<file path="config.mk">
export PLATFORM = sky130hd
export DESIGN_NAME = spi_xfer_ctrl
export DESIGN_NICKNAME = d
export VERILOG_FILES = /design/src/rtl/spi_xfer_ctrl.sv
export SDC_FILE = /design/constraint.sdc
export NUM_CORES = 1
export LEC_CHECK = 0
export CAP_MARGIN = 20
export CELL_PAD_IN_SITES_DETAIL_PLACEMENT = 2
export CELL_PAD_IN_SITES_GLOBAL_PLACEMENT = 2
export CORE_MARGIN = 5
export CORE_UTILIZATION = 35
export CTS_BUF_LIST = sky130_fd_sc_hd__clkbuf_8
export DETAILED_ROUTE_END_ITERATION = 16
export GPL_TIMING_DRIVEN = 0
export HOLD_SLACK_MARGIN = 0.12
export PLACE_DENSITY = 0.9
export SLEW_MARGIN = 20
export SYNTH_ARGS = -nofsm -noshare
export SYNTH_HDL_FRONTEND = slang
export SYNTH_SLANG_ARGS = --single-unit
</file>
<file path="constraint.sdc">
create_clock -name clk -period 5.8 [get_ports clk]
set_input_delay 1.45 -clock clk [delete_from_list [all_inputs] [get_ports clk]]
set_output_delay 1.45 -clock clk [all_outputs]
set_load 0.005 [all_outputs]
</file>
<file path="src/rtl/spi_xfer_ctrl.sv">
// spi_xfer_ctrl -- 8-bit SPI master transfer engine behind a CSR block.
//
// A bus write to the data register starts one full-duplex byte transfer.
// Clock mode, bit order and SCK rate are latched at the start and held
// for the whole transfer.
//
// Ports
//   clk, rst                      clock; synchronous active-high reset
//   ctrl_enable, ctrl_master      transfers run only while both are 1
//   ctrl_dord                     0 = MSB first, 1 = LSB first
//   ctrl_mode[1:0]                {CPOL, CPHA}
//   ctrl_prescaler[1:0]           /4, /16, /64, /128
//   ctrl_clk2x                    halves the divisor
//   tx_wr, tx_wdata               data register write (starts a transfer)
//   rx_rd                         data register read (clears IF / WRCOL)
//   status_if_value               current status.if (becomes overrun bit)
//   status_if_next/_we            status.if hardware update
//   status_wrcol_next/_we         status.wrcol hardware update
//   data_rdata_next/_we           {overrun, rx byte} and its strobe
//   sck, mosi, ss_n, miso         SPI pins (miso already synchronised)
//   busy                          FSM is not idle
module spi_xfer_ctrl (
    input  logic       clk,
    input  logic       rst,
    input  logic       ctrl_enable,
    input  logic       ctrl_master,
    input  logic       ctrl_dord,
    input  logic [1:0] ctrl_mode,
    input  logic [1:0] ctrl_prescaler,
    input  logic       ctrl_clk2x,
    input  logic       tx_wr,
    input  logic [7:0] tx_wdata,
    input  logic       rx_rd,
    input  logic       status_if_value,
    output logic       status_if_next,
    output logic       status_if_we,
    output logic       status_wrcol_next,
    output logic       status_wrcol_we,
    output logic [8:0] data_rdata_next,
    output logic       data_rdata_we,
    output logic       sck,
    output logic       mosi,
    output logic       ss_n,
    input  logic       miso,
    output logic       busy
);

    typedef enum logic [1:0] {IDLE, SETUP, XFER, DONE} state_t;

    state_t      state_q;
    logic [5:0]  hm1_d, hm1_q;      // half-period minus one
    logic [5:0]  cnt_q;             // cycles within the current half-period
    logic [4:0]  edge_q, edge_d;    // SCK edges issued so far (0..16)
    logic [7:0]  tx_q, rx_q;
    logic        cpol_q, cpha_q, dord_q;
    logic        sck_q, mosi_q, ss_n_q;
    logic        run_ok, sample_edge;
    logic        done_ok, wrcol_set;

    function automatic logic head(input logic [7:0] v, input logic lsb);
        return lsb ? v[0] : v[7];
    endfunction

    function automatic logic [7:0] advance(input logic [7:0] v, input logic lsb);
        return lsb ? {1'b0, v[7:1]} : {v[6:0], 1'b0};
    endfunction

    // Half-period table: (divisor >> clk2x) / 2, stored as H-1.
    always_comb begin
        case ({ctrl_clk2x, ctrl_prescaler})
            3'b000:  hm1_d = 6'd1;
            3'b001:  hm1_d = 6'd7;
            3'b010:  hm1_d = 6'd31;
            3'b011:  hm1_d = 6'd63;
            3'b100:  hm1_d = 6'd0;
            3'b101:  hm1_d = 6'd3;
            3'b110:  hm1_d = 6'd15;
            default: hm1_d = 6'd31;
        endcase
    end

    // Odd edges sample when CPHA=0; even edges sample when CPHA=1.
    always_comb begin
        edge_d      = edge_q + 5'd1;
        sample_edge = cpha_q ? ~edge_d[0] : edge_d[0];
        run_ok      = ctrl_enable & ctrl_master;
    end

    always_ff @(posedge clk) begin
        if (rst) begin
            state_q <= IDLE;
            ss_n_q  <= 1'b1;
            sck_q   <= 1'b0;
            mosi_q  <= 1'b0;
            cnt_q   <= '0;
            edge_q  <= '0;
            tx_q    <= '0;
            rx_q    <= '0;
            hm1_q   <= '0;
            cpol_q  <= 1'b0;
            cpha_q  <= 1'b0;
            dord_q  <= 1'b0;
        end else begin
            case (state_q)
                IDLE: begin
                    if (tx_wr && run_ok) begin
                        state_q <= SETUP;
                        ss_n_q  <= 1'b0;
                        sck_q   <= ctrl_mode[1];
                        cpol_q  <= ctrl_mode[1];
                        cpha_q  <= ctrl_mode[0];
                        dord_q  <= ctrl_dord;
                        hm1_q   <= hm1_d;
                        cnt_q   <= '0;
                        edge_q  <= '0;
                        rx_q    <= '0;
                        // CPHA=0 drives the first bit before any SCK edge.
                        if (!ctrl_mode[0]) begin
                            mosi_q <= head(tx_wdata, ctrl_dord);
                            tx_q   <= advance(tx_wdata, ctrl_dord);
                        end else begin
                            tx_q   <= tx_wdata;
                        end
                    end
                end
                SETUP, XFER: begin
                    if (!run_ok) begin
                        state_q <= IDLE;
                        ss_n_q  <= 1'b1;
                        sck_q   <= cpol_q;
                    end else if (cnt_q != hm1_q) begin
                        cnt_q <= cnt_q + 6'd1;
                    end else begin
                        cnt_q <= '0;
                        // After the 16th edge one more half-period elapses.
                        if (edge_q == 5'd16) begin
                            state_q <= DONE;
                        end else begin
                            state_q <= XFER;
                            edge_q  <= edge_d;
                            sck_q   <= ~sck_q;
                            if (sample_edge) begin
                                rx_q <= dord_q ? {miso, rx_q[7:1]} : {rx_q[6:0], miso};
                            end else begin
                                mosi_q <= head(tx_q, dord_q);
                                tx_q   <= advance(tx_q, dord_q);
                            end
                        end
                    end
                end
                DONE: begin
                    state_q <= IDLE;
                    ss_n_q  <= 1'b1;
                    sck_q   <= cpol_q;
                end
                default: state_q <= IDLE;
            endcase
        end
    end

    // CSR strobes are decoded from the registered state; reset masks them.
    always_comb begin
        done_ok           = (state_q == DONE) & ~rst;
        wrcol_set         = tx_wr & (state_q != IDLE) & ~rst;
        status_if_we      = done_ok | (rx_rd & ~rst);
        status_if_next    = done_ok;            // DONE set beats rx_rd clear
        status_wrcol_we   = wrcol_set | (rx_rd & ~rst);
        status_wrcol_next = wrcol_set;
        data_rdata_we     = done_ok;
        data_rdata_next   = done_ok ? {status_if_value, rx_q} : '0;
    end

    assign sck  = sck_q;
    assign mosi = mosi_q;
    assign ss_n = ss_n_q;
    assign busy = (state_q != IDLE);

endmodule

</file>
==> metrics list, run 1 <==
* Final WL: between 8000 and 9000 microns
- Worst endpoint data arrival time: about 3.7 ns
- FF-to-FF setup slack: around 2.8 ns
* Post-placement setup slack: roughly 0.66 ns
- Post-layout utilization of the core: a little over two fifths
* Max_slew headroom: approximately half
- Most frequent standard cell in the layout excluding fill and tap cells: dfxtp_1
- PortBufs: 37
- The post-route netlist has 5.538% of its cells at a drive strength greater than 1.
* Clock root buffer: clkbuf_8
- The worst path needs 5.147 ns of the cycle, external delays included.
- Reg2Reg Capture Point: rx_q[7]$_SDFFE_PP0P_
- The filler cells instantiated in the layout total 750.
- Across the VDD grid, the largest voltage drop is approximately 0.11 mV.
- STA classifies the critical path startpoint as an input port.
- After legalization and detailed placement, the total HPWL measured around 6000 microns.
* Width of the chip: just over 90 microns
- Average instance area after synthesis: around 8.5 sq um
- Once detail routing completed, the nets flagged for antenna violations numbered 0.
- Routed wire length per instance: 21.24 microns
- Across the routed clock network, the largest skew measured is 0.008119 ns.
* Total CTS buffers: 5
- The Yosys step of the flow raised 0 warnings.
- Number of standard-cell rows in the floorplan: 30
- The run finished with clean final reports.
* Count of maximum capacitance violations: 0
* Number of failing hold endpoints at the final stage: 0
- Category of the worst setup path capture point: output port
- Number of buffers inserted by hold repair at cts: 0
* Worst hold path type: reg2reg
* Highest clock rate: a little under 0.2 GHz
- The repair_antennas step left the layout with diodes totalling 0.
* Sum of routed wire segments on met1: 3751 microns
- Final period util: between 80% and 90%
- Together, buffers and inverters on the worst path number 4.
* Critical-path top delay cell: clkdlybuf4s50_1
- Clock Path Buffers: 2
- After detailed routing, the met3 layer carries ~330 microns of wire.
- Counting flops with a built-in enable in the synthesized netlist gives 0.
- Power density over the cells: 221.4 nW/um^2
- Along the worst path, the maximum fanout reaches 10.
- Total overflow reported by the global router: 0
- The clock net in this run drives a total of 41 sinks.
- The synthesized design contains 41 register bits.
- Number of global-route vias before repair: 2659
- The congestion estimate from routability-driven global placement came to 0.8368.
* Reported leakage power: about 0.0011 uW
- Grouping stages by cell kind, the critical path spends the most delay in buffers and inverters.
- Worst reg2reg path startpoint: state_q[1]$_SDFFE_PP0P_
- Measured in cells, the most critical reg-to-reg path has a length of 7.
- Starting DRC count in detailed routing: 95
- Syn Nets: roughly 310
- Least-Margin Pin Slew: 0.7554 ns
- Crit path required time: 4.35 ns
- Via count normalized by instance count: between 5 and 6
- Post-synth design cell area: 2390 sq um
- Number of stages on the worst hold path: 2
* Effective utilization at floorplan: a little over a third
* Class of the most critical setup path: in2out
- Commonest register cell after synthesis: dfxtp_1
- Total count of max-transition violations in the final report: 0
* Setup crit start: rst
* Setup violations, final: 0
- Leaving out fill and tap cells, the most frequent cells in the layout are dfxtp_1 (41), clkdlybuf4s50_1 (37), mux2i_1 (28), a21oi_1 (26), nand2_1 (26).
- H-tree levels: 2
* Post-synth cell types: 49
- Clock-pin slew reported for the worst setup and hold paths after clock tree synthesis: roughly 0.080 ns
- Boundary Pins: 40
- The most critical setup path has its endpoint at status_if_we.
- Counting buffers and inverters, the worst setup path is 5 cells deep.
- Sequence of cells on the critical path: clkdlybuf4s50_1 -> clkbuf_1 -> clkbuf_1 -> nor2_1 -> clkdlybuf4s50_1
- Mapped Cells: 280
- Setup repair after global routing left no endpoint under its margin.
- Worst stage delay on the critical path: 0.65 ns
- DRC violations left: 0
- Area growth syn-to-layout: 23.30%
* Insertion delay of the later-clocked pin in the worst-skew pair: approximately 0.31 ns
- Fraction of the yosys area taken by sequential cells: between 30 and 40%
- The number of antenna violations at the first check in global routing is 0.
* Post-CTS setup-driven buffer insertion count: 0
- Counting flops with an async set or reset pin after synthesis yields a share of 0%.
- Maximum number of pins on one net before global-route repair: 14
- Nets: 352
* Amount of wire on met2 after detailed routing: between 4000 and 5000 microns
- Setup TNS: 0 ns
* Die area: roughly 8600 sq um
- Gates resized during post-CTS repair numbered 0.
* Total via count after detailed routing: between 2000 and 2500
- TritonCTS built the clock tree.
- Area of the core: 6719 sq um
* Wire length of the first global-routing pass: 14030 microns
- Tot GR Track Use: 20.83%
* Top Metal Used: met4
* Die Height: 92.63 microns
- Detailed-routing iteration count for the pre-antenna-repair pass: 4
* Crit path setup slack, layout: ~0.65 ns
power by group:
| part | leakage [uW] | internal [uW] | total (uW) | switching, uW |
|---|---|---|---|---|
| logic | 0.000734 | 61.7 | 158 | 96.4 |
| clock network | 0.0000439 | 83.3 | 196 | 112 |
| registers | 0.000332 | 290 | 299 | 8.29 |
layout make-up:
class | instances | area (sq um) | area share [%]
buffer | 15 | 60.06 | 2.038
clock buffer | 5 | 68.82 | 2.335
sequential | 41 | 820.8 | 27.86
timing repair buffer | 37 | 370.4 | 12.57
clock inverter | 3 | 17.52 | 0.5945
inverter | 10 | 37.54 | 1.274
tap | 80 | 100.1 | 3.397
multi-input combinational | 214 | 1471 | 49.94
worst min-delay path by stage:
stage	from	end	slack, ns
after floorplan	cpol_q$_SDFFE_PP0P_	cpol_q$_SDFFE_PP0P_	0.44
final	cpol_q$_SDFFE_PP0P_	cpol_q$_SDFFE_PP0P_	0.48
after global placement	cpol_q$_SDFFE_PP0P_	cpol_q$_SDFFE_PP0P_	0.45
after CTS	cpol_q$_SDFFE_PP0P_	cpol_q$_SDFFE_PP0P_	0.49
after detailed placement	cpol_q$_SDFFE_PP0P_	cpol_q$_SDFFE_PP0P_	0.47
after global routing	cpha_q$_SDFFE_PP0P_	cpha_q$_SDFFE_PP0P_	0.51
worst reg2reg max path: stages, from the launching register on:
cell and delay (ns):
dfxtp_1 0.39, inv_1 0.09, ha_1 0.34, clkbuf_1 0.42, clkinv_1 0.46, a31o_2 0.36
a21oi_1 0.62, o2bb2ai_1 0.21
kinds of logic after synthesis:
family                   after synthesis  share of synthesized area [%]
XOR/XNOR                              12                          4.398
adder cells (fa/ha/maj)                6                          3.141
multiplexers                          29                          12.20
buffers and inverters                 25                          4.084
AND/OR/NAND/NOR                       90                          19.22
flip-flops                            41                          34.35
AO/OA/AOI/OAI                         77                          22.62
per-stage QoR:
stage	hold slack (ns)	area, sq um	instances	total power (uW)
3_3_place_gp	0.4516	2860	397	446.2
6_report	0.4845	2947	405	652.5
4_1_cts	0.4888	2947	405	655.5
3_5_place_dp	0.4749	2860	397	455.5
5_1_grt	0.5136	2947	405	685.4
2_1_floorplan	0.4368	2390	280	394.2
sequential cells by signal (all words and copies together) (netlist names), 2 cells and up:
register and cells:
cnt_q 6, hm1_q 6, state_q 2, tx_q 8, rx_q 8, edge_q 5
layer usage:
layer  vias to the layer above  track usage (%)
met3                        18            4.224
li1                       1104                -
met1                      1189            24.70
met4                         0            6.960
met2                        56            37.28
met5                         -                0
cells in the mapped netlist, types with 3 or more instances:
library cell | number | area share (%)
a311oi_1 | 5 | 1.8
dfxtp_1 | 41 | 34
and2_1 | 10 | 2.6
nor2_1 | 22 | 3.5
o211a_1 | 6 | 2.5
nand3_1 | 6 | 1.3
a211oi_1 | 3 | 0.94
a21o_1 | 3 | 0.94
nor3_1 | 6 | 1.3
o21ai_0 | 11 | 2.3
mux2i_1 | 28 | 12
clkbuf_1 | 13 | 2.0
a21oi_1 | 26 | 5.4
o2bb2ai_1 | 8 | 2.9
nand2_1 | 26 | 4.1
xor2_1 | 8 | 2.9
xnor2_1 | 4 | 1.5
inv_1 | 9 | 1.4
ha_1 | 6 | 3.1
nand4_1 | 3 | 0.79
No activity file was read; power rests on OpenSTA's default activity.
==> run 2: changes to the inputs <==
- CORE_UTILIZATION: 35 -> 34
- CTS_BUF_LIST: sky130_fd_sc_hd__clkbuf_8 -> sky130_fd_sc_hd__clkbuf_16
- PLACE_DENSITY: 0.9 -> 0.87
==> run 2 against run 1 <==
Setup slack improved by 0.035 ns. Largest power group is now the clock network. Worst hold slack got worse by 0.026 ns. Fmax grew 0.68%. Clock power rose by 64%. Flip-flop and latch count is the same. Non-clock buffer count unchanged. Via count decreased by 3.0%. Register-to-register slack improved by 0.05 ns. Die area grew 2.6%. Sequential share of layout area shrank 0.86 points. Clock skew shrank 0.00098 ns. Sequential power about the same.
==> metrics list, run 2 (synthesis results as in run 1) <==
- Die area: around 9000 sq um
- Fraction of layout cells with a size suffix above 1: roughly 5.2%
- The total overflow left after global routing is 0.
- Post-CTS timing repair inserted 0 buffers for setup.
- Leaving out fill and tap cells, the most frequent cells in the layout are dfxtp_1 (41), clkdlybuf4s50_1 (37), mux2i_1 (28), a21oi_1 (26), nand2_1 (26).
* Post-layout min period: a little over 5 ns
- Number of buffers inserted by hold repair at cts: 0
- Biggest registers after layout: rx_q x8, tx_q x8
- VDD sags by at most about 0.16 mV.
- Final period util: between 80% and 90%
* Number of antenna violations at the first check in global routing: 0
- The library cell used most frequently in the layout, excluding fill and tap cells, is dfxtp_1.
- Final setup skew: 0.007135 ns
- In this run the power density over the cells is around 250 nW/um^2.
- Setup repair after global routing missed its margin: no
- Crit Path Max Fanout: 10
* Tot GR Track Use: 19.68%
* CTS resizes: 0
- Number of failing hold endpoints at the final stage: 0
- The flow ran to the end, and the final reports show no timing, DRC or antenna violations.
* Final standard cell area without fillers: ~3000 sq um
* Via count normalized by instance count: ~5.5
- Once the floorplan was initialized, standard cells occupied a little over a third of the core.
- The later pin in the worst-skew pair is clocked with a latency of a little under 0.3 ns.
* Reported leakage power: roughly 0.0011 uW
- The repair_antennas step left the layout with diodes totalling 0.
* Worst endpoint data arrival time: approximately 3.7 ns
* H-tree levels: 2
- The placed instances occupy a cell area of ~2900 sq um.
* Total count of max-transition violations in the final report: 0
- Die Height: between 90 and 100 microns
* Total via count after detailed routing: roughly 2300
- For this run, the slowest stage of the critical path takes ~0.57 ns.
- In the final routed layout, each cell accounts on average for 19.98 microns.
* Maximum number of pins on one net before global-route repair: 13
- For this design, the slowest cell found on the critical path is clkdlybuf4s50_1.
- In this run the clock root is driven by a clkbuf_16.
- The core region is 6832 sq um.
- Total CTS buffers: 5
* Starting DRC count in detailed routing: 74
* Boundary Pins: 40
- For this run, design rule violations remaining after detail routing come to 0.
- STA classifies the critical path startpoint as an input port.
* Filler instances: 808
- Max_slew headroom: 50.44%
- The first detailed-routing pass ran for 4 iterations.
- The final layout contains ~350 nets.
- Final WL: 8391 microns
- Final instance count without filler cells: 420
- Final Power: 769.9 uW
- STA puts the critical path data required time at around 4.4 ns.
- The signal on the critical path passes through clkdlybuf4s50_1 -> clkbuf_1 -> clkbuf_1 -> nor2_1 -> clkdlybuf4s50_1.
* Routability congestion estimate from global placement: roughly 0.79
- Sinks on Clock Net: 41
- Measured along the x axis, the die boundary spans around 94 microns.
* Clock Path Buffers: 2
* Setup violations, final: 0
- The first global-routing pass estimated 13520 microns of wire.
* Number of cells in the design after placement: approximately 410
- Relative to the synthesized area, the layout overhead comes to 27.23%.
- Least-Margin Pin Slew: 0.7434 ns
- Counting both buffers and inverters, the worst setup path holds a total of 4.
- The tightest min-delay check is of the reg2reg type.
* PortBufs: 37
- CTS tree: done
* Class of the most critical setup path: in2out
- Summed over all failing endpoints, the final setup total negative slack is 0 ns.
- Count of maximum capacitance violations: 0
* DPL Wire Length: ~6000 microns
- Clock-pin slew was measured on the worst setup and hold paths at around 0.060 ns.
- Number of standard-cell rows in the floorplan: 30
- Category of the worst setup path capture point: output port
- Remaining antenna violation count: 0
* Category of cells accounting for the largest share of critical-path delay: buffers and inverters
- Number of global-route vias before repair: between 2000 and 3000
- Highest clock rate: a little under 0.2 GHz
run 2: cell count changes in the layout (fill, tap and decap cells not counted):
cell	delta
clkbuf_16	+5
clkbuf_8	-5
bufinv_16	+1
clkinv_2	-1
clkinvlp_4	-1
run 2: power by group:
| part | internal [uW] | total, uW | switching [uW] |
|---|---|---|---|
| registers | 291 | 298 | 7.52 |
| clock network | 200 | 321 | 121 |
| logic | 61.4 | 151 | 89.6 |
run 2: path summary, 6_finish.rpt:
check | slack [ns] | to | startpoint | depth (start not counted)
setup / recovery | 0.69 | status_if_we | rst | 5
hold / removal | 0.46 | cpol_q$_SDFFE_PP0P_ | cpol_q$_SDFFE_PP0P_ | 2
setup reg to reg | 2.88 | rx_q[5]$_SDFFE_PP0P_ | state_q[0]$_SDFFE_PP0P_ | 7
hold reg to reg | 0.46 | cpol_q$_SDFFE_PP0P_ | cpol_q$_SDFFE_PP0P_ | 2
run 2: worst reg2reg max path: stages, from the launching register on:
cell and delay (ns):
dfxtp_1 0.34, inv_1 0.08, ha_1 0.32, clkbuf_1 0.49, clkinv_1 0.47, a31o_2 0.35, a21oi_1 0.61, o2bb2ai_1 0.19
run 2: area by class of cell:
class | count | area (sq um) | share of cell area [%]
clock buffer | 5 | 125.1 | 4.115
inverter | 10 | 37.54 | 1.235
sequential | 41 | 820.8 | 27.00
tap | 96 | 120.1 | 3.951
buffer | 15 | 60.06 | 1.975
timing repair buffer | 37 | 370.4 | 12.18
multi-input combinational | 214 | 1471 | 48.39
clock inverter | 2 | 35.03 | 1.152
run 2: per-stage QoR:
stage	setup WS (ns)	util [%]	hold WS (ns)
5_1_grt	0.5714	44.51	0.4742
3_3_place_gp	0.7404	42.16	0.4457
6_report	0.6878	44.51	0.4584
3_5_place_dp	0.6753	42.16	0.4543
4_1_cts	0.6637	44.51	0.4630
2_1_floorplan	2.260	-	0.4368
run 2: layer usage:
metal | share of wire, % | global-route usage [%] | wire [microns]
met1 | 45 | 24.10 | 3807
met2 | 50 | 35.19 | 4211
met3 | 3.5 | 4.006 | 292
met4 | 0.95 | 4.452 | 80
met5 | 0 | 0 | 0
==> run 3: changes to the inputs <==
- ABC_AREA: default -> 1
- CORE_UTILIZATION: 34 -> 30
- GPL_ROUTABILITY_DRIVEN: default -> 0
- PLACE_DENSITY: 0.87 -> 0.86
==> run 3 against run 2 <==
Routed wire length grew 11%. Final area increased by 6.7%. Synthesized cell count up 49%. First-iteration DRC count down 23%. Via count up 24%. Sequential share of layout area is 1.7 points lower. Count of clock-buffer cells in the layout unchanged. Clock power down 15%. Critical path depth stayed put. Clock skew is 0.0016 ns lower. Critical path type unchanged. Critical endpoint is now data_rdata_next[3]. Largest power group is now combinational cells.
==> metrics list, run 3 <==
- Result of the run: finished, final reports clean
- Share of the synthesized area in the top cell type: a little under a third
- Summed over all nets, the switching power comes to ~760 uW.
* Post-placement setup slack: between 0.8 and 0.9 ns
- The worst register-to-register path begins at state_q[0]$_SDFFE_PP0P_.
- The clock passes through at most 2 buffers.
* Worst endpoint data arrival time: about 3.4 ns
- Final setup skew: approximately 0.0056 ns
- Per report_power, the combinational group accounts for between 50% and 60% of the total.
- Final WL: 9352 microns
- Area of the core: roughly 8300 sq um
- The commonest cells after synthesis are nand2_1 (108), nor2_1 (74), inv_1 (55).
- Sinks on Clock Net: 41
- Die area: 10570 sq um
* Detailed-routing iteration count for the pre-antenna-repair pass: 4
- The number of global-route vias before repair was roughly 3100.
* Width of the chip: roughly 100 microns
* Number of storage elements in the synthesis netlist: 41
* Largest cells by area after synthesis: dfxtp_1 (32%), nand2_1 (16%), nor2_1 (11%)
- Via count normalized by instance count: ~5
- The later pin in the worst-skew pair is clocked with a latency of 0.28 ns.
- Across all layers, the routed design uses around 2800 vias.
- The initial utilization of the core area, before any placement, comes to a little under a third.
- DRC violations left: 0
- Commonest register cell after synthesis: dfxtp_1
- The initialized floorplan defines 33 standard-cell rows.
- Relative to the synthesized area, the layout overhead comes to 25.56%.
- Headroom to the max-slew limit came out at 56.04%.
- Worst stage delay on the critical path: approximately 0.53 ns
- At the end of the flow, the number of nets in the layout was 492.
- Maximum number of pins on one net before global-route repair: 13
- Broken down by cell family, the worst path's largest delay share belongs to buffers and inverters.
* Synthesis Warnings: 0
* Total CTS buffers: 5
* Least-Margin Pin Slew: between 0.6 and 0.7 ns
* Remaining antenna violation count: 0
- The worst setup path is captured at an output port.
* H-tree levels: 2
- Setup crit start: rst
- Highest clock rate: 0.2051 GHz
- Power density over the cells: between 400 and 500 nW/um^2
* Crit path setup slack, layout: around 0.9 ns
- The post-route netlist has under 10% of its cells at a drive strength greater than 1.
- For this run, the total global-route usage over all layers was measured as a little under a fifth.
* Clock root buffer: clkbuf_16
- Average instance area after synthesis: between 6 and 7 sq um
* Final period util: between 80% and 90%
* Post-layout min period: between 4 and 5 ns
- Category of the worst setup path launch point: input port
* Multi-input combinational cell area: between 1000 and 1500 sq um
* Biggest registers after layout: rx_q x8, tx_q x8
- Synthesis produced between 400 and 500 cells.
* Number of buffers inserted by hold repair at cts: 0
- The internal power of the cells totals approximately 800 uW.
- The tool flagged a number of max-cap violations equal to 0.
- Die Height: about 100 microns
- Data on the critical path is required at its endpoint by around 4.4 ns.
* Number of enable flip-flop cells after synthesis: 0
* Buf+Inv Stages, Crit Path: 3
- Filler instances: roughly 1000
- In the layout the commonest cells are nand2_1 (108), nor2_1 (74), inv_1 (56), dfxtp_1 (41), clkdlybuf4s50_1 (39).
* Total count of max-transition violations in the final report: 0
* Clock share of power: ~18%
- Setup violations, final: 0
- Clock-pin slew was measured on the worst setup and hold paths at ~0.06 ns.
- Summed over all failing endpoints, the final setup total negative slack is 0 ns.
- Register area: 820.8 sq um
* Post-synthesis cell type with the largest combined area: dfxtp_1
- Post-synth cell types: 36
- Class of the most critical setup path: in2out
- In this run, flip-flops and latches consume approximately a quarter of the power.
* Setup repair after global routing missed its margin: no
* Library cell with the highest instance count after synthesis: nand2_1
- After global routing the overflow that remains totals 0.
* Boundary Pins: 40
- The repair_antennas step left the layout with diodes totalling 0.
* CTS tree: done
* Number of antenna violations at the first check in global routing: 0
- Summing the sequential cell areas from Yosys gives approximately a third of the chip area.
- The count of buffers added on input and output ports is 39.
* Routed wire length per instance: approximately 16 microns
- Of all nets on the critical path, the largest fanout is 9.
- Wire length of the first global-routing pass: roughly 16000 microns
* FFs w/ async S/R, synth: 0%
- Worst hold path type: reg2reg
- Number of failing hold endpoints at the final stage: 0
- The critical path goes through clkdlybuf4s50_1 -> nor2_1 -> clkinv_1 -> nor2_1 -> clkdlybuf4s50_1.
- The library cell used most frequently in the layout, excluding fill and tap cells, is nand2_1.
- Worst Min Path Start: hm1_q[3]$_SDFFE_PP0P_
- Detailed placement ended at an HPWL of a little over 7000 microns.
* Post-synth design cell area: ~2600 sq um
* Critical-path top delay cell: clkdlybuf4s50_1
- Switching power as a share of total power: 48.51%
- IR analysis of the VDD net gives a maximum drop of roughly 0.14 mV.
- Syn Nets: about 450
* Starting DRC count in detailed routing: 57
- CTS resizes: 0
- Post-CTS setup-driven buffer insertion count: 0
- Post-layout utilization of the core: 39.11%
- Reported leakage power: 0.001480 uW
run 3: layer usage:
layer	wire [microns]	track usage, %	share of wire [%]
met1	4104	22.82	44
met2	4883	35.05	52
met3	260	2.503	2.8
met4	103	4.582	1.1
met5	0	0	0
run 3: kinds of logic after synthesis:
group	after synthesis	synth area share, %
fa+ha+maj	6	2.904
flops	41	31.75
compound gates	74	15.68
simple gates	215	35.82
buf+inv	78	12.44
xor+xnor	3	1.017
mux	1	0.3872
run 3: final timing paths:
kind,to,slack [ns],cells after the start
max,data_rdata_next[3],0.92,5
max reg2reg,rx_q[4]$_SDFFE_PP0P_,3.70,8
min reg2reg,hm1_q[3]$_SDFFE_PP0P_,0.48,2
min,hm1_q[3]$_SDFFE_PP0P_,0.48,2
run 3: worst register-to-register path, stage by stage (launching register included):
cell and delay, ns:
dfxtp_1 0.37, inv_1 0.08, ha_1 0.32, buf_4 0.21, clkbuf_1 0.41, o21ai_0 0.21
a21oi_1 0.19, nand4_1 0.12, a21oi_1 0.14
run 3: final cells by class:
class / instances / share of cell area [%]
clock inverters: 3 / 0.4241
plain buffers: 15 / 2.621
repair buffers: 39 / 12.03
inverters: 63 / 7.286
multi-input cells: 299 / 44.45
flip-flops and latches: 41 / 25.29
well taps: 105 / 4.048
clock buffers: 5 / 3.855
run 3: stage by stage:
step	power [uW]	hold WS (ns)	std cells	instance area [sq um]
6_report	1558	0.4816	570	3246
3_5_place_dp	1289	0.4827	562	3107
4_1_cts	1584	0.4921	570	3246
2_1_floorplan	1005	0.4448	418	2585
3_3_place_gp	1223	0.4621	562	3107
5_1_grt	1699	0.5253	570	3246
run 3: power groups by stage:
stage / clock network [uW] / registers [uW] / logic [uW]
global placement: 0 / 378 / 845
floorplan: 0 / 370 / 634
global route: 291 / 382 / 1020
CTS: 280 / 375 / 929
detailed placement: 0 / 381 / 908
finish: 273 / 375 / 910
